[src/rtl/spiflash_pkg.sv]
// Shared opcodes, FSM state encoding and JEDEC ID byte
// selection for the SPI flash read responder.
package spiflash_pkg;

   localparam logic [7:0] OP_READ = 8'h03;
   localparam logic [7:0] OP_RDID = 8'h9F;
   localparam logic [7:0] OP_RES  = 8'hAB;

   typedef enum logic [2:0] {
      ST_IDLE,
      ST_CMD,
      ST_ADDR,
      ST_DATA,
      ST_ID,
      ST_IGNORE
   } state_e;

   // ID bytes go out MSB first; past the third byte the
   // line idles at all-ones.
   function automatic logic [7:0] id_byte(
      input logic [23:0] id,
      input logic [1:0]  idx
   );
      logic [7:0] b;
      unique case (idx)
         2'd0:    b = id[23:16];
         2'd1:    b = id[15:8];
         2'd2:    b = id[7:0];
         default: b = 8'hFF;
      endcase
      return b;
   endfunction

endpackage

[src/rtl/spi_pin_sync.sv]
// Two-flop synchronizers for csb/sck/mosi plus edge detect.
// Ports: clk, reset in; csb_i/sck_i/mosi_i raw pins in;
//   csb_o/mosi_o synchronized levels; sck_rise_o,
//   sck_fall_o, csb_fall_o, csb_rise_o one-clk pulses.
module spi_pin_sync (
   input  logic clk,
   input  logic reset,
   input  logic csb_i,
   input  logic sck_i,
   input  logic mosi_i,
   output logic csb_o,
   output logic mosi_o,
   output logic sck_rise_o,
   output logic sck_fall_o,
   output logic csb_fall_o,
   output logic csb_rise_o
);

   // bit order in all vectors: {csb, sck, mosi}
   logic [2:0] meta_q, meta_d;
   logic [2:0] sync_q, sync_d;
   // previous synchronized {csb, sck} for edge detect
   logic [1:0] prev_q, prev_d;

   always_comb begin
      meta_d = {csb_i, sck_i, mosi_i};
      sync_d = meta_q;
      prev_d = sync_q[2:1];
   end

   always_ff @(posedge clk) begin
      if (reset) begin
         meta_q <= 3'b100;
         sync_q <= 3'b100;
         prev_q <= 2'b10;
      end else begin
         meta_q <= meta_d;
         sync_q <= sync_d;
         prev_q <= prev_d;
      end
   end

   assign csb_o      = sync_q[2];
   assign mosi_o     = sync_q[0];
   assign sck_rise_o =  sync_q[1] & ~prev_q[0];
   assign sck_fall_o = ~sync_q[1] &  prev_q[0];
   assign csb_fall_o = ~sync_q[2] &  prev_q[1];
   assign csb_rise_o =  sync_q[2] & ~prev_q[1];

endmodule

[src/rtl/spiflash_responder.sv]
// SPI flash target answering READ (0x03) and RDID (0x9F)
// from a byte-wide memory request port.
// Ports: clk/reset; spi_csb, spi_clk, spi_mosi pins in;
//   spi_miso/spi_miso_oe out; mem_valid/mem_addr request,
//   mem_ready/mem_rdata response; underrun sticky flag.
module spiflash_responder #(
   parameter logic [23:0] JEDEC_ID  = 24'hEF4018,
   parameter int unsigned ADDR_BITS = 24
) (
   input  logic                 clk,
   input  logic                 reset,
   input  logic                 spi_csb,
   input  logic                 spi_clk,
   input  logic                 spi_mosi,
   output logic                 spi_miso,
   output logic                 spi_miso_oe,
   output logic                 mem_valid,
   output logic [ADDR_BITS-1:0] mem_addr,
   input  logic                 mem_ready,
   input  logic [7:0]           mem_rdata,
   output logic                 underrun
);

   import spiflash_pkg::*;

   localparam int RXW = (ADDR_BITS > 8) ? ADDR_BITS : 8;
   localparam int CW  = $clog2(RXW) + 1;

   logic csb_s, mosi_s;
   logic sck_rise, sck_fall, csb_fall, csb_rise;

   spi_pin_sync u_sync (
      .clk        (clk),
      .reset      (reset),
      .csb_i      (spi_csb),
      .sck_i      (spi_clk),
      .mosi_i     (spi_mosi),
      .csb_o      (csb_s),
      .mosi_o     (mosi_s),
      .sck_rise_o (sck_rise),
      .sck_fall_o (sck_fall),
      .csb_fall_o (csb_fall),
      .csb_rise_o (csb_rise)
   );

   state_e               state_q, state_d;
   logic [RXW-2:0]       rx_q, rx_d;
   logic [CW-1:0]        bit_cnt_q, bit_cnt_d;
   logic [7:0]           tx_q, tx_d;
   logic [2:0]           tx_cnt_q, tx_cnt_d;
   logic                 miso_q, miso_d;
   logic                 oe_q, oe_d;
   logic [1:0]           id_idx_q, id_idx_d;
   logic [7:0]           buf_q, buf_d;
   logic                 buf_valid_q, buf_valid_d;
   logic                 req_due_q, req_due_d;
   logic                 drop_q, drop_d;
   logic [ADDR_BITS-1:0] next_addr_q, next_addr_d;
   logic [ADDR_BITS-1:0] mem_addr_q, mem_addr_d;
   logic                 mem_valid_q, mem_valid_d;
   logic                 underrun_q, underrun_d;
   logic                 armed_q, armed_d;
   logic [1:0]           settle_q, settle_d;

   logic [RXW-1:0]       rx_next;
   logic [ADDR_BITS-1:0] rx_addr;
   logic                 handshake, got, issue;
   logic                 load, shift_en;
   logic [7:0]           load_byte;

   always_comb begin
      state_d     = state_q;
      rx_d        = rx_q;
      bit_cnt_d   = bit_cnt_q;
      tx_d        = tx_q;
      tx_cnt_d    = tx_cnt_q;
      miso_d      = miso_q;
      oe_d        = oe_q;
      id_idx_d    = id_idx_q;
      buf_d       = buf_q;
      buf_valid_d = buf_valid_q;
      req_due_d   = req_due_q;
      drop_d      = drop_q;
      next_addr_d = next_addr_q;
      mem_addr_d  = mem_addr_q;
      mem_valid_d = mem_valid_q;
      underrun_d  = underrun_q;
      armed_d     = armed_q;
      settle_d    = settle_q;
      rx_next     = {rx_q, mosi_s};
      rx_addr     = rx_next[ADDR_BITS-1:0];
      handshake   = mem_valid_q & mem_ready;
      got         = 1'b0;
      issue       = 1'b0;
      load        = 1'b0;
      shift_en    = 1'b0;
      load_byte   = 8'hFF;

      // The synchronizers hold csb=1 through reset, so a
      // real high on the pin is only trusted once the
      // pipeline has refilled from the pad.
      if (settle_q != 2'd3)
         settle_d = settle_q + 2'd1;
      if (settle_q[1] && csb_s)
         armed_d = 1'b1;

      if (handshake) begin
         mem_valid_d = 1'b0;
         drop_d      = 1'b0;
         got = ~drop_q & ~csb_s & (state_q == ST_DATA);
      end

      if (req_due_q && !mem_valid_q && !csb_s) begin
         issue       = 1'b1;
         mem_valid_d = 1'b1;
         mem_addr_d  = next_addr_q;
         next_addr_d = next_addr_q + ADDR_BITS'(1);
         req_due_d   = 1'b0;
      end

      if (csb_s) begin
         state_d     = ST_IDLE;
         oe_d        = 1'b0;
         req_due_d   = 1'b0;
         buf_valid_d = 1'b0;
         // an in-flight request must finish on the bus,
         // but its byte belongs to a dead transfer
         if (csb_rise && mem_valid_q && !mem_ready)
            drop_d = 1'b1;
      end else begin
         unique case (state_q)
            ST_IDLE: begin
               if (csb_fall && armed_q) begin
                  state_d   = ST_CMD;
                  bit_cnt_d = '0;
               end
            end
            ST_CMD: begin
               if (sck_rise) begin
                  rx_d      = rx_next[RXW-2:0];
                  bit_cnt_d = bit_cnt_q + CW'(1);
                  if (bit_cnt_q == CW'(7)) begin
                     bit_cnt_d = '0;
                     tx_cnt_d  = '0;
                     id_idx_d  = '0;
                     unique case (rx_next[7:0])
                        OP_READ: state_d = ST_ADDR;
                        OP_RDID: state_d = ST_ID;
                        OP_RES:  state_d = ST_IGNORE;
                        default: state_d = ST_IGNORE;
                     endcase
                  end
               end
            end
            ST_ADDR: begin
               if (sck_rise) begin
                  rx_d      = rx_next[RXW-2:0];
                  bit_cnt_d = bit_cnt_q + CW'(1);
                  if (bit_cnt_q == CW'(ADDR_BITS - 1)) begin
                     state_d = ST_DATA;
                     if (!mem_valid_q) begin
                        mem_valid_d = 1'b1;
                        mem_addr_d  = rx_addr;
                        next_addr_d = rx_addr + ADDR_BITS'(1);
                     end else begin
                        // old transfer's request still busy
                        req_due_d   = 1'b1;
                        next_addr_d = rx_addr;
                     end
                  end
               end
            end
            ST_DATA: begin
               if (sck_fall) begin
                  if (tx_cnt_q == 3'd0) begin
                     load = 1'b1;
                     if (buf_valid_q) begin
                        load_byte   = buf_q;
                        buf_valid_d = 1'b0;
                     end else if (got) begin
                        load_byte = mem_rdata;
                        got       = 1'b0;
                     end else begin
                        underrun_d = 1'b1;
                        if (mem_valid_q && !handshake)
                           drop_d = 1'b1;
                     end
                     // A slot whose request never issued is
                     // skipped so addresses stay in step
                     // with byte position.
                     if (req_due_q && !issue)
                        next_addr_d = next_addr_q + ADDR_BITS'(1);
                     req_due_d = 1'b1;
                  end else begin
                     shift_en = 1'b1;
                  end
               end
            end
            ST_ID: begin
               if (sck_fall) begin
                  if (tx_cnt_q == 3'd0) begin
                     load      = 1'b1;
                     load_byte = id_byte(JEDEC_ID, id_idx_q);
                     if (id_idx_q != 2'd3)
                        id_idx_d = id_idx_q + 2'd1;
                  end else begin
                     shift_en = 1'b1;
                  end
               end
            end
            ST_IGNORE: begin
            end
            default: state_d = ST_IDLE;
         endcase
      end

      if (got) begin
         buf_d       = mem_rdata;
         buf_valid_d = 1'b1;
      end

      if (load) begin
         miso_d   = load_byte[7];
         tx_d     = {load_byte[6:0], 1'b0};
         tx_cnt_d = tx_cnt_q + 3'd1;
         oe_d     = 1'b1;
      end else if (shift_en) begin
         miso_d   = tx_q[7];
         tx_d     = {tx_q[6:0], 1'b0};
         tx_cnt_d = tx_cnt_q + 3'd1;
      end
   end

   always_ff @(posedge clk) begin
      if (reset) begin
         state_q     <= ST_IDLE;
         rx_q        <= '0;
         bit_cnt_q   <= '0;
         tx_q        <= '0;
         tx_cnt_q    <= '0;
         miso_q      <= 1'b0;
         oe_q        <= 1'b0;
         id_idx_q    <= '0;
         buf_q       <= '0;
         buf_valid_q <= 1'b0;
         req_due_q   <= 1'b0;
         drop_q      <= 1'b0;
         next_addr_q <= '0;
         mem_addr_q  <= '0;
         mem_valid_q <= 1'b0;
         underrun_q  <= 1'b0;
         armed_q     <= 1'b0;
         settle_q    <= '0;
      end else begin
         state_q     <= state_d;
         rx_q        <= rx_d;
         bit_cnt_q   <= bit_cnt_d;
         tx_q        <= tx_d;
         tx_cnt_q    <= tx_cnt_d;
         miso_q      <= miso_d;
         oe_q        <= oe_d;
         id_idx_q    <= id_idx_d;
         buf_q       <= buf_d;
         buf_valid_q <= buf_valid_d;
         req_due_q   <= req_due_d;
         drop_q      <= drop_d;
         next_addr_q <= next_addr_d;
         mem_addr_q  <= mem_addr_d;
         mem_valid_q <= mem_valid_d;
         underrun_q  <= underrun_d;
         armed_q     <= armed_d;
         settle_q    <= settle_d;
      end
   end

   assign spi_miso    = miso_q;
   assign spi_miso_oe = oe_q;
   assign mem_valid   = mem_valid_q;
   assign mem_addr    = mem_addr_q;
   assign underrun    = underrun_q;

endmodule

[config.mk]
export PLATFORM = sky130hd
export DESIGN_NAME = spiflash_responder
export DESIGN_NICKNAME = d
export VERILOG_FILES = /design/src/rtl/spiflash_pkg.sv /design/src/rtl/spi_pin_sync.sv /design/src/rtl/spiflash_responder.sv
export SDC_FILE = /design/constraint.sdc
export NUM_CORES = 1
export LEC_CHECK = 0
export ABC_AREA = 1
export ABC_CLOCK_PERIOD_IN_PS = 2800
export CORE_MARGIN = 2
export CORE_UTILIZATION = 55
export CTS_BUF_LIST = sky130_fd_sc_hd__clkbuf_4
export DETAILED_ROUTE_END_ITERATION = 10
export PLACE_DENSITY_LB_ADDON = 0.3
export RECOVER_POWER = 25
export SYNTH_ARGS = -nofsm -noshare
export SYNTH_HDL_FRONTEND = slang
export SYNTH_SLANG_ARGS = --single-unit
[constraint.sdc]
create_clock -name clk -period 2.8 [get_ports clk]
set_clock_uncertainty 0.1 [all_clocks]
set_input_delay 0.42 -clock clk [delete_from_list [all_inputs] [get_ports clk]]
set_output_delay 0.42 -clock clk [all_outputs]
set_load 0.02 [all_outputs]
Word-level counts from Yosys, hierarchy flattened
Cells that the tools add are included.
- bits in registers: 118
- bits of input ports: 14
- $add $sub $neg: 6
- equal/unequal tests: 22
- mux-type cells: 97
- bitwise operators: 15
- reduce and logical (&&, ||, !) cells: 37
- operators by type and width (operator ; count):
    24-bit two-way mux ; 14
    8-bit two-way mux ; 9
    24-bit by 1-bit adder with 24-bit output (second input constant) ; 2
    24-bit one-hot mux with 2 select lines ; 1
    1-bit two-way mux ; 46
    3-bit two-way mux ; 11
    6-bit two-way mux ; 4
    8-bit one-hot mux with 3 select lines ; 1
    3-bit nonzero test ; 7
    2-bit inequality test (second input constant) ; 10
    6-bit one-hot mux with 3 select lines ; 1
    8-bit one-hot mux with 2 select lines ; 1
    3-bit one-hot mux with 4 select lines ; 1
    6-bit AND reduction ; 2
    2-bit two-way mux ; 5
    8-bit by 2-bit equality test with 1-bit output (second input constant) ; 1
    8-bit equality test (second input constant) ; 1
    1-bit logical AND ; 8
    1-bit inverter ; 8
    1-bit bitwise AND ; 7
    7-bit AND reduction ; 1
    6-bit by 1-bit adder with 6-bit output (second input constant) ; 1
    3-bit by 2-bit equality test with 1-bit output (second input constant) ; 2
    3-bit equality test (second input constant) ; 2
    other kinds (20) ; 31

Depth between registers and ports, before layout
Gate-level depths: netlist (run 1).
- depth after elaboration: 11
- gate-level depth with buffers: 14

Cells and area by module
A second synthesis (run 1) with hierarchy kept.
- cells, all modules: 1176
- area, all modules: 7274.5 um^2
- by module, submodules not included (module ; instances ; cells each ; area an instance (um^2) ; seq. area each (um^2)):
    spiflash_responder ; 1 ; 1145 ; 7028.0 ; 2202.1
    spi_pin_sync ; 1 ; 31 ; 246.5 ; 160.2

Worst setup path before layout (run 1)
Ideal clock, no wire load.
- path type: register to register
- start: register rx_q[0]
- end: register next_addr_q[18]
- arrival time: 1.585 ns
- slack: 1.002 ns
- cell stages (with the launch flop): 13
- clock period less this slack: 1.798 ns
- cell sequence: dfxtp_1 > ha_1 > nand2_1 > nor2_1 > nand3_1 > nor2_1 > nand2_1 > nand2_1 > nand2_1 > nand2_1 > nand3_1 > nand2_1 > nand2_1
- longest elaborated chain between the ends: 6
- RTL lines (item ; RTL line ; text):
    from (decl) ; spiflash_responder.sv:47 ; logic [RXW-2:0] rx_q, rx_d;
    from (signal assigned) ; spiflash_responder.sv:256 ; rx_q <= rx_d;
    24-bit by 1-bit adder with 24-bit output ; spiflash_responder.sv:164 ; next_addr_d = rx_addr + ADDR_BITS'(1);
    24-bit two-way mux ; spiflash_responder.sv:161 ; if (!mem_valid_q) begin
    24-bit two-way mux ; spiflash_responder.sv:159 ; if (bit_cnt_q == CW'(ADDR_BITS - 1)) begin
    24-bit two-way mux ; spiflash_responder.sv:156 ; if (sck_rise) begin
    24-bit one-hot mux with 2 select lines ; spiflash_responder.sv:131 ; unique case (state_q)
    24-bit two-way mux ; spiflash_responder.sv:121 ; if (csb_s) begin
    to (signal assigned) ; spiflash_responder.sv:267 ; next_addr_q <= next_addr_d;
    to (decl) ; spiflash_responder.sv:58 ; logic [ADDR_BITS-1:0] next_addr_q, next_addr_d;
No other way between the ends.
A chain may end at the register's enable or synchronous reset.

==> impl_metrics.ini, run 1 <==
[clock_tree]
clkTransAtPathRegs_ps = 110
clockBufferDepth = 2
cts_resized = 0
post-cts-setup-buffers = 0
cts_hold_buffers = 0
cts_root_buf = clkbuf_4
cts_buffers = 17
cts_tree = yes
clk_latency_ps = 550
cts.sinks = 118
h-tree-depth = 4

[synth]
yosys.area_share.xor_xnor_pct = 2.41
synth_compound_area_share_pct = 18.6
netlist_instances = 1132
synth_cell_types = 49
synth-seq-cells = 118
synth_warnings = 0
synth-simple-area-share_pct = 35.4
synthFlopType = dfxtp_1
syn_area_per_cell_um2 = 6.42
synth-seq-area-share_pct = 32.5
synth.top_cells.by_count = nand2_1, nor2_1, dfxtp_1
synth_fa_ha_area_share_pct = 1.89
synth_fp_nets = 1157
synth_edf_count = 0
synth_area_leader_cell = dfxtp_1
synth_top_family_by_area = simple AND/OR/NAND/NOR gates
syn_area_um2 = 7270
synthTopCellsByArea = dfxtp_1, nand2_1, nand3_1, o21ai_0, nor2_1
yosysMostFrequentCell = nand2_1
async_flop_share_pct = 0
synth_top_area_share_pct = 32.5
synth_mux_area_share_pct = 0.275

[setup_path]
r2r_slack_ps = 340
reg2reg_from = bit_cnt_q[0]
cp_max_fo = 44
end_kind = flip-flop
critPathLaunchType = input port
required_ps = 3170
worstRegToRegCells = 11
setup.worst_path.class = in2reg
r2r_end = mem_addr[3]
worst_ep_arrival_time_ps = 2830

[layout]
final_nets = 1188
finalInstanceArea_um2 = 8060
area_delta_synth_final_pct = 10.8
drive_above_1_share_pct = 8.33
diodes = 0

[hold_path]
hold_depth = 3
holdPathEnd = u_sync.meta_q[0]
min_path_type = in2reg
min_from = spi_mosi

[timing]
setup_violations = 0
slew_headroom_pct = -9.17
fin_tns_setup_ps = 0
rsz0062_at_grt = false
period_share_pct = 87.7
tightest_slew_ps = 1640
hold_viol_final = 0
max_freq_mhz = 407
period_minus_slack_ps = 2460
final_max_slew_viol_count = 45

[drt]
routedWlPerCell_um = 14.6
via_per_inst = 5.52
antenna_left = 0
drt_wl_total_um = 19700
drtIter0Drc = 890
vias = 7468
post-route-drc-count = 0
dr.pass1.iters = 5

[pwr]
p_per_area_nw_per_um2 = 378
p_leak_nw = 3.30
vdd_drop_max_v = 0.000423

[placed_design]
post-dp-hpwl_um = 14200
gp_congestion = 0.949
dpl-instance-area_um2 = 7800
io_buffers = 41

[global_route]
grt_antenna_before_repair = 0
track_usage_pct = 27.8
grt_max_degree = 45
grt_pass1_wl_um = 32100
grt_pass1_vias = 6679
globalRouteOverflowTotal = 0

[floorplanning]
fp.dieH_um = 119
io_pins = 42
die_w_um = 119
die_area_um2 = 14200
row_count = 42
start_util_pct = 55.6
core_um2 = 13100

[job]
drv_cap = 1

[run_status]
outcome = finished with violations
violations = max-capacitance violations, max-slew violations
-- flip-flops by register name, indices dropped and copies added (netlist names), 3 cells and up, named ones only --
signal	flops
tx_q	7
state_q	3
tx_cnt_q	3
u_sync.sync_q	3
next_addr_q	24
mem_addr	24
buf_q	8
u_sync.meta_q	3
rx_q	23
bit_cnt_q	6
-- power by group --
part	leakage [nW]	internal [W]	switching, W
Sequential	0.952	0.00170	0.0000113
Clock	0.144	0.000544	0.000685
Combinational	2.21	0.0000422	0.0000703
-- layout by cell type (no fill, tap or decap), types with 4 or more instances in the layout --
master and n:
dfxtp_1 118, a311oi_2 9, a21oi_1 66, ha_1 11, o21ai_0 97, inv_1 93
clkdlybuf4s50_1 33, a21oi_2 6, inv_2 10, xnor2_1 5, nor2_4 4, xor2_1 15
nand2_1 317, dlygate4sd3_1 8, nor2_1 119, buf_4 15, o211ai_1 13, clkbuf_4 19
nand4_1 9, nor3_1 7, o21ai_1 28, clkinv_2 5, or2_2 8, nand3_1 116
-- layout make-up --
| cell class | count | area, µm² |
|---|---|---|
| clock inverter | 13 | 131 |
| inverter | 106 | 400 |
| sequential | 118 | 2360 |
| timing repair buffer | 59 | 534 |
| tap | 176 | 220 |
| clock buffer | 19 | 143 |
| multi-input combinational | 861 | 4270 |
| fill | 1238 | 5030 |
-- critical path: stages --
cell           delay (ps)
dlygate4sd3_1         610
inv_1                 100
clkbuf_1             1180
o21ai_0               310
a21oi_1               210
-- routing by layer --
| layer | vias to the layer above | global-route usage (%) | part of all wire (%) |
|---|---|---|---|
| li1 | 3799 | - | - |
| met1 | 3351 | 37.1 | 45 |
| met2 | 293 | 45.3 | 46 |
| met3 | 25 | 6.32 | 7.3 |
| met4 | 0 | 7.89 | 1.5 |
| met5 | - | 0 | 0 |
-- how the worst max path moves through the flow --
stage	endpoint	startpoint	cells after the start	slack, ps
6_report	rx_q[4]	reset	5	340
5_1_grt	rx_q[7]	reset	5	120
4_1_cts	mem_addr[6]	bit_cnt_q[0]	11	350
3_5_place_dp	mem_addr[6]	bit_cnt_q[0]	11	370
3_3_place_gp	mem_addr[22]	bit_cnt_q[0]	11	450
2_1_floorplan	next_addr_q[18]	rx_q[0]	12	1000
-- stage by stage --
stage                     std cells  hold WS (ps)  util (%)  setup slack (ps)  total power [W]
final                          1352           283      61.6               345          0.00305
after global routing           1352           252      61.6               124          0.00315
after CTS                      1352           243      61.7               353          0.00308
after detailed placement       1320           301      59.6               367          0.00186
after global placement         1320           292      59.6               447          0.00186
after floorplan                1132           288         -              1000          0.00181
-- cells by family after synthesis --
logic type                 after synthesis
and+or+nand+nor                        595
muxes                                    2
xor gates and xnor gates                20
DFF                                    118
AOI/OAI and AO/OA                      233
adders and majority gates               11
buffers and inverters                  153
No activity file was read; power rests on OpenSTA's default activity.
==> run 2, diff against run 1 <==
SYNTH_HIERARCHICAL = 1   (was default)
==> run 2 against run 1 <==
  * The flow now finishes without violations
  * Hold slack worse by 19 ps
  * Critical path depth is 7 higher
  * Synthesized cell count rose by 3.9%
  * Sequential cell count is the same
  * Fmax up 5.7%
  * Via count grew 3.3%
  * Non-clock buffer count shrank 4
  * Register-to-register slack better by 130 ps
  * Total power is 2.0% lower
  * Die area about the same
  * Cell area fell by 0.19%
  * Combinational power down 12%
  * Critical path type is now reg2reg
  * Highest routed layer unchanged
==> impl_metrics.ini, run 2 <==
[synth]
synth-seq-cells = 118
synth_area_leader_cell = dfxtp_1
synthFlopType = dfxtp_1
async_flop_share_pct = 0
synth_edf_count = 0
synth_warnings = 6
synth_fp_nets = 1201
synth.top_cells.by_count = nand2_1, o21ai_0, dfxtp_1
yosysMostFrequentCell = nand2_1
synth_cell_types = 39
syn_area_per_cell_um2 = 6.19
synth-seq-area-share_pct = 32.5
netlist_instances = 1176
synth_top_area_share_pct = 32.5
synthTopCellsByArea = dfxtp_1, nand2_1, o21ai_0, nand3_1, a21oi_1
syn_area_um2 = 7270

[floorplanning]
row_count = 42
start_util_pct = 55.6
fp.dieH_um = 119
io_pins = 42
die_w_um = 119
core_um2 = 13100
die_area_um2 = 14200

[global_route]
grt_pass1_vias = 7056
grt_antenna_before_repair = 0
globalRouteOverflowTotal = 0
grt_pass1_wl_um = 33900
track_usage_pct = 29.6
grt_max_degree = 65

[setup_path]
r2r_end = next_addr_q[18]
end_kind = flip-flop
timing.critical_path.to = next_addr_q[18]
reg2reg_from = next_addr_q[0]
critPathLaunchType = flip-flop
setup.worst_path.class = reg2reg
worstRegToRegCells = 12
cp_max_fo = 6
r2r_slack_ps = 480
worst_ep_arrival_time_ps = 2680
worstSetupStartpoint = next_addr_q[0]
required_ps = 3160

[clock_tree]
clkTransAtPathRegs_ps = 120
post-cts-setup-buffers = 0
cts_hold_buffers = 0
clockBufferDepth = 2
cts_tree = yes
cts_buffers = 17
cts_resized = 0
h-tree-depth = 4
cts.sinks = 118
cts_root_buf = clkbuf_4
clk_latency_ps = 570

[timing]
whs_ps = 263
setup_violations = 0
tightest_slew_ps = 1170
hold_viol_final = 0
setup_ws_ps = 478
period_minus_slack_ps = 2320
period_share_pct = 82.9
final_max_slew_viol_count = 0
max_freq_mhz = 431
slew_headroom_pct = 21.8
fin_tns_setup_ps = 0
rsz0062_at_grt = false

[drt]
vias = 7712
dr.pass1.iters = 6
post-route-drc-count = 0
antenna_left = 0
routedWlPerCell_um = 14.8
drtIter0Drc = 932
drt_wl_total_um = 20500
via_per_inst = 5.55

[layout]
layout_commonest_cell = nand2_1
drive_above_1_share_pct = 6.51
final_nets = 1225
mostFrequentLayoutCells = nand2_1, o21ai_0, dfxtp_1, inv_1
post-route-util_pct = 61.5
area_delta_synth_final_pct = 10.5
diodes = 0

[job]
drv_cap = 0

[placed_design]
gp_congestion = 1.02
place_ws_ps = 407
io_buffers = 41
post-dp-hpwl_um = 14500

[hold_path]
min_path_type = in2reg

[pwr]
power_w = 0.00299
p_per_area_nw_per_um2 = 372
vdd_drop_max_v = 0.000387
p_leak_nw = 3.22

[run_status]
outcome = finished clean
## run 2: cell count changes after synthesis, sizes merged, moves of 13 or more
cell	change
nand3	-15
nor2	-15
a21oi	+30
nand2	+13
o21ai	+28
inv	+15
## run 2: cell type report
| cell class | instances | area (µm²) |
|---|---|---|
| Timing Repair Buffer | 55 | 507 |
| Multi-Input combinational cell | 888 | 4240 |
| Inverter | 120 | 450 |
| Fill cell | 1299 | 5040 |
| Sequential cell | 118 | 2360 |
| Tap cell | 176 | 220 |
| Clock buffer | 17 | 128 |
| Clock inverter | 15 | 130 |
## run 2: worst max-delay path, stage by stage, from the launching register on
cell,delay (ps)
dfxtp_1,450
ha_1,220
nand2_1,150
nor2_2,340
nand2_1,150
nor2_1,210
nand3_1,130
nand3_1,140
nand3_1,80
nand2_1,90
nand2_1,50
nand2_1,50
nand2_1,60
## run 2: cell families (layout without fill, tap and decap cells)
logic type,after synthesis,count (layout),share of synthesized area [%]
AO/OA/AOI/OAI,282,282,20.6
XOR/XNOR,17,17,2.05
adder cells (fa/ha/maj),11,11,1.89
buffers and inverters,170,207,9.29
flip-flops,118,118,32.5
AND/OR/NAND/NOR,578,578,33.7
## run 2: metrics by stage
| stage | std cells | area, µm² |
|---|---|---|
| after floorplan | 1176 | 7270 |
| final | 1389 | 8040 |
| after global placement | 1357 | 7790 |
| after global routing | 1389 | 8040 |
| after detailed placement | 1357 | 7790 |
| after CTS | 1389 | 8050 |
## run 2: power by group
group	switching, W	internal, W	leakage [nW]
Sequential	0.0000130	0.00170	0.952
Clock	0.000737	0.000443	0.139
Combinational	0.0000619	0.0000376	2.13
Total	0.000812	0.00218	3.22
## run 2: worst min-delay path by stage
| stage | startpoint | cells after the start | slack, ps | end |
|---|---|---|---|---|
| 2_1_floorplan | u_sync/meta_q[2] | 2 | 290 | u_sync/sync_q[2] |
| 3_3_place_gp | u_sync/meta_q[1] | 2 | 290 | u_sync/sync_q[1] |
| 3_5_place_dp | u_sync/meta_q[1] | 2 | 290 | u_sync/sync_q[1] |
| 4_1_cts | spi_clk | 3 | 240 | u_sync/meta_q[1] |
| 5_1_grt | spi_mosi | 3 | 240 | u_sync/meta_q[0] |
| 6_report | spi_clk | 3 | 260 | u_sync/meta_q[1] |
## run 2: metal layers
layer / wire length [µm] / global-route usage, % / vias up
met2: 9540 / 48.5 / 328
met4: 454 / 10.3 / 0
met1: 8800 / 38.7 / 3424
li1: - / - / 3915
met3: 1690 / 5.99 / 45
met5: 0 / 0 / -
==> run 3, diff against run 2 <==
ABC_CLOCK_PERIOD_IN_PS = 2000   (was 2800)
clock period = 2 ns   (was 2.8 ns; I/O delays follow)
==> run 3 against run 2 <==
  * Critical path depth decreased by 2
  * Cell count increased by 4.8%
  * Register-to-register slack lost 420 ps
  * Utilization rose by 6.0 points
  * Hold slack got worse by 120 ps
==> impl_metrics.ini, run 3 (same netlist as run 2, synthesis figures left out) <==
[run_status]
outcome = finished clean

[pwr]
vdd_drop_max_v = 0.000611
seqPwrFrac_pct = 57.4
power.switching_w = 0.00108
intPower_w = 0.00308
power_w = 0.00416
combPwrFrac_pct = 4.1
clkPwrFrac_pct = 38.5
p_leak_nw = 3.66
p_per_area_nw_per_um2 = 471
sw_frac_of_total_pct = 26.0

[timing]
rsz0062_at_grt = true
setup_violations = 0
period_share_pct = 97.2
period_minus_slack_ps = 1940
slew_headroom_pct = 67.9
max_freq_mhz = 515
fin_tns_setup_ps = 0
hold_viol_final = 0
final_max_slew_viol_count = 0
setup_ws_ps = 56.4
tightest_slew_ps = 477

[layout]
layout_commonest_cell = nand2_1
diodes = 0
drive_above_1_share_pct = 14.9
finalInstanceArea_um2 = 8830
mostFrequentLayoutCells = nand2_1, o21ai_0, inv_1, dfxtp_1
final_nets = 1292
fill_cells = 1156
area_delta_synth_final_pct = 21.4

[setup_path]
end_kind = flip-flop
r2r_slack_ps = 60
worstPathCellList = ha_4 -> nand2_2 -> inv_2 -> nand2_4 -> nor3_4 -> nand4_2 -> nor2_4 -> clkbuf_16 -> o21ai_1 -> a21oi_1
cp_max_fo = 21
max_stage_delay_ps = 390
required_ps = 2400
critPathLaunchType = flip-flop
crit_slowest_cell = dfxtp_4
setup.worst_path.class = reg2reg
worst_ep_arrival_time_ps = 2340

[clock_tree]
clkTransAtPathRegs_ps = 110
clk_latency_ps = 560
h-tree-depth = 4
cts_buffers = 17
clockBufferDepth = 2
cts_hold_buffers = 0
cts_tree = yes
cts.sinks = 118
cts_root_buf = clkbuf_4

[floorplanning]
die_area_um2 = 14200
row_count = 42
core_um2 = 13100
io_pins = 42
die_w_um = 119
start_util_pct = 55.6
fp.dieH_um = 119

[placed_design]
io_buffers = 41
dpl-instance-area_um2 = 8250
place_ws_ps = -37.6
gp_congestion = 0.956
post-dp-hpwl_um = 15200

[global_route]
grt_max_degree = 44
grt_pass1_vias = 7352
grt_antenna_before_repair = 0
track_usage_pct = 30.6
globalRouteOverflowTotal = 0
grt_pass1_wl_um = 35000

[drt]
drt_wl_total_um = 22000
post-route-drc-count = 0
routedWlPerCell_um = 15.1
drtIter0Drc = 1026
vias = 8240
dr.pass1.iters = 6
antenna_left = 0
via_per_inst = 5.66

[hold_path]
min_path_type = in2reg

[job]
drv_cap = 0
[run 3: cell count changes in the layout (fill, tap and decap cells not counted), moves of 8 or more]
cell / previous run / this run
nor2_1: 103 / 92
nand3_1: 103 / 93
dfxtp_2: 0 / 15
clkdlybuf4s50_1: 40 / 31
dfxtp_1: 118 / 102
buf_12: 0 / 8
buf_4: 11 / 68
nand3_2: 0 / 11
[run 3: area by class of cell]
type                    count  area [µm²]  area share (%)
inverters                 120         460            5.21
well taps                 176         220            2.49
clock inverters            13         109            1.23
multi-input cells         889        4410            49.9
flip-flops and latches    118        2380            27.0
repair buffers            121        1110            12.5
clock buffers              19         143            1.62
[run 3: metal layers]
layer	GRT usage, %	vias up	share of wire (%)
li1	-	4062	-
met1	39.7	3728	42
met2	49.3	389	45
met3	6.32	61	8.8
met4	12.9	0	3.3
met5	0	-	0
[run 3: power by group through the flow]
stage               Clock, W  Combinational, W  Sequential [W]
floorplan                  0         0.0000851         0.00244
finish               0.00160          0.000169         0.00239
CTS                  0.00162          0.000165         0.00239
global route         0.00175          0.000184         0.00239
global placement           0          0.000163         0.00244
detailed placement         0          0.000164         0.00244
[run 3: worst max-delay path, delay by kind of cell, from the launching register on]
kind	cells	cell delay [ps]
AND/OR/NAND/NOR	5	740
flip-flops	1	390
adder cells (fa/ha/maj)	1	130
AO/OA/AOI/OAI	2	180
buffers and inverters	2	340
[run 3: path summary, 6_finish.rpt]
kind,startpoint,to,cells after the start
worst max register to register,bit_cnt_q[1],mem_addr[2],10
worst min register to register,u_sync/meta_q[2],u_sync/sync_q[2],2
worst min-delay path,spi_mosi,u_sync/meta_q[0],3
worst max-delay path,bit_cnt_q[1],mem_addr[2],10
[run 3: through the flow]
| stage | util (%) | hold slack [ps] | std cells |
|---|---|---|---|
| 2_1_floorplan | - | 271 | 1176 |
| 3_3_place_gp | 63.1 | 290 | 1408 |
| 3_5_place_dp | 63.1 | 303 | 1408 |
| 4_1_cts | 65.0 | 118 | 1440 |
| 5_1_grt | 67.5 | 112 | 1456 |
| 6_report | 67.5 | 145 | 1456 |
[run 3: timing repair]
item,4_1_cts,5_1_grt
setup endpoints to repair,2,71
gates cloned,0,2
pin swaps,0,9
resized for setup,2,81
setup buffers,0,14
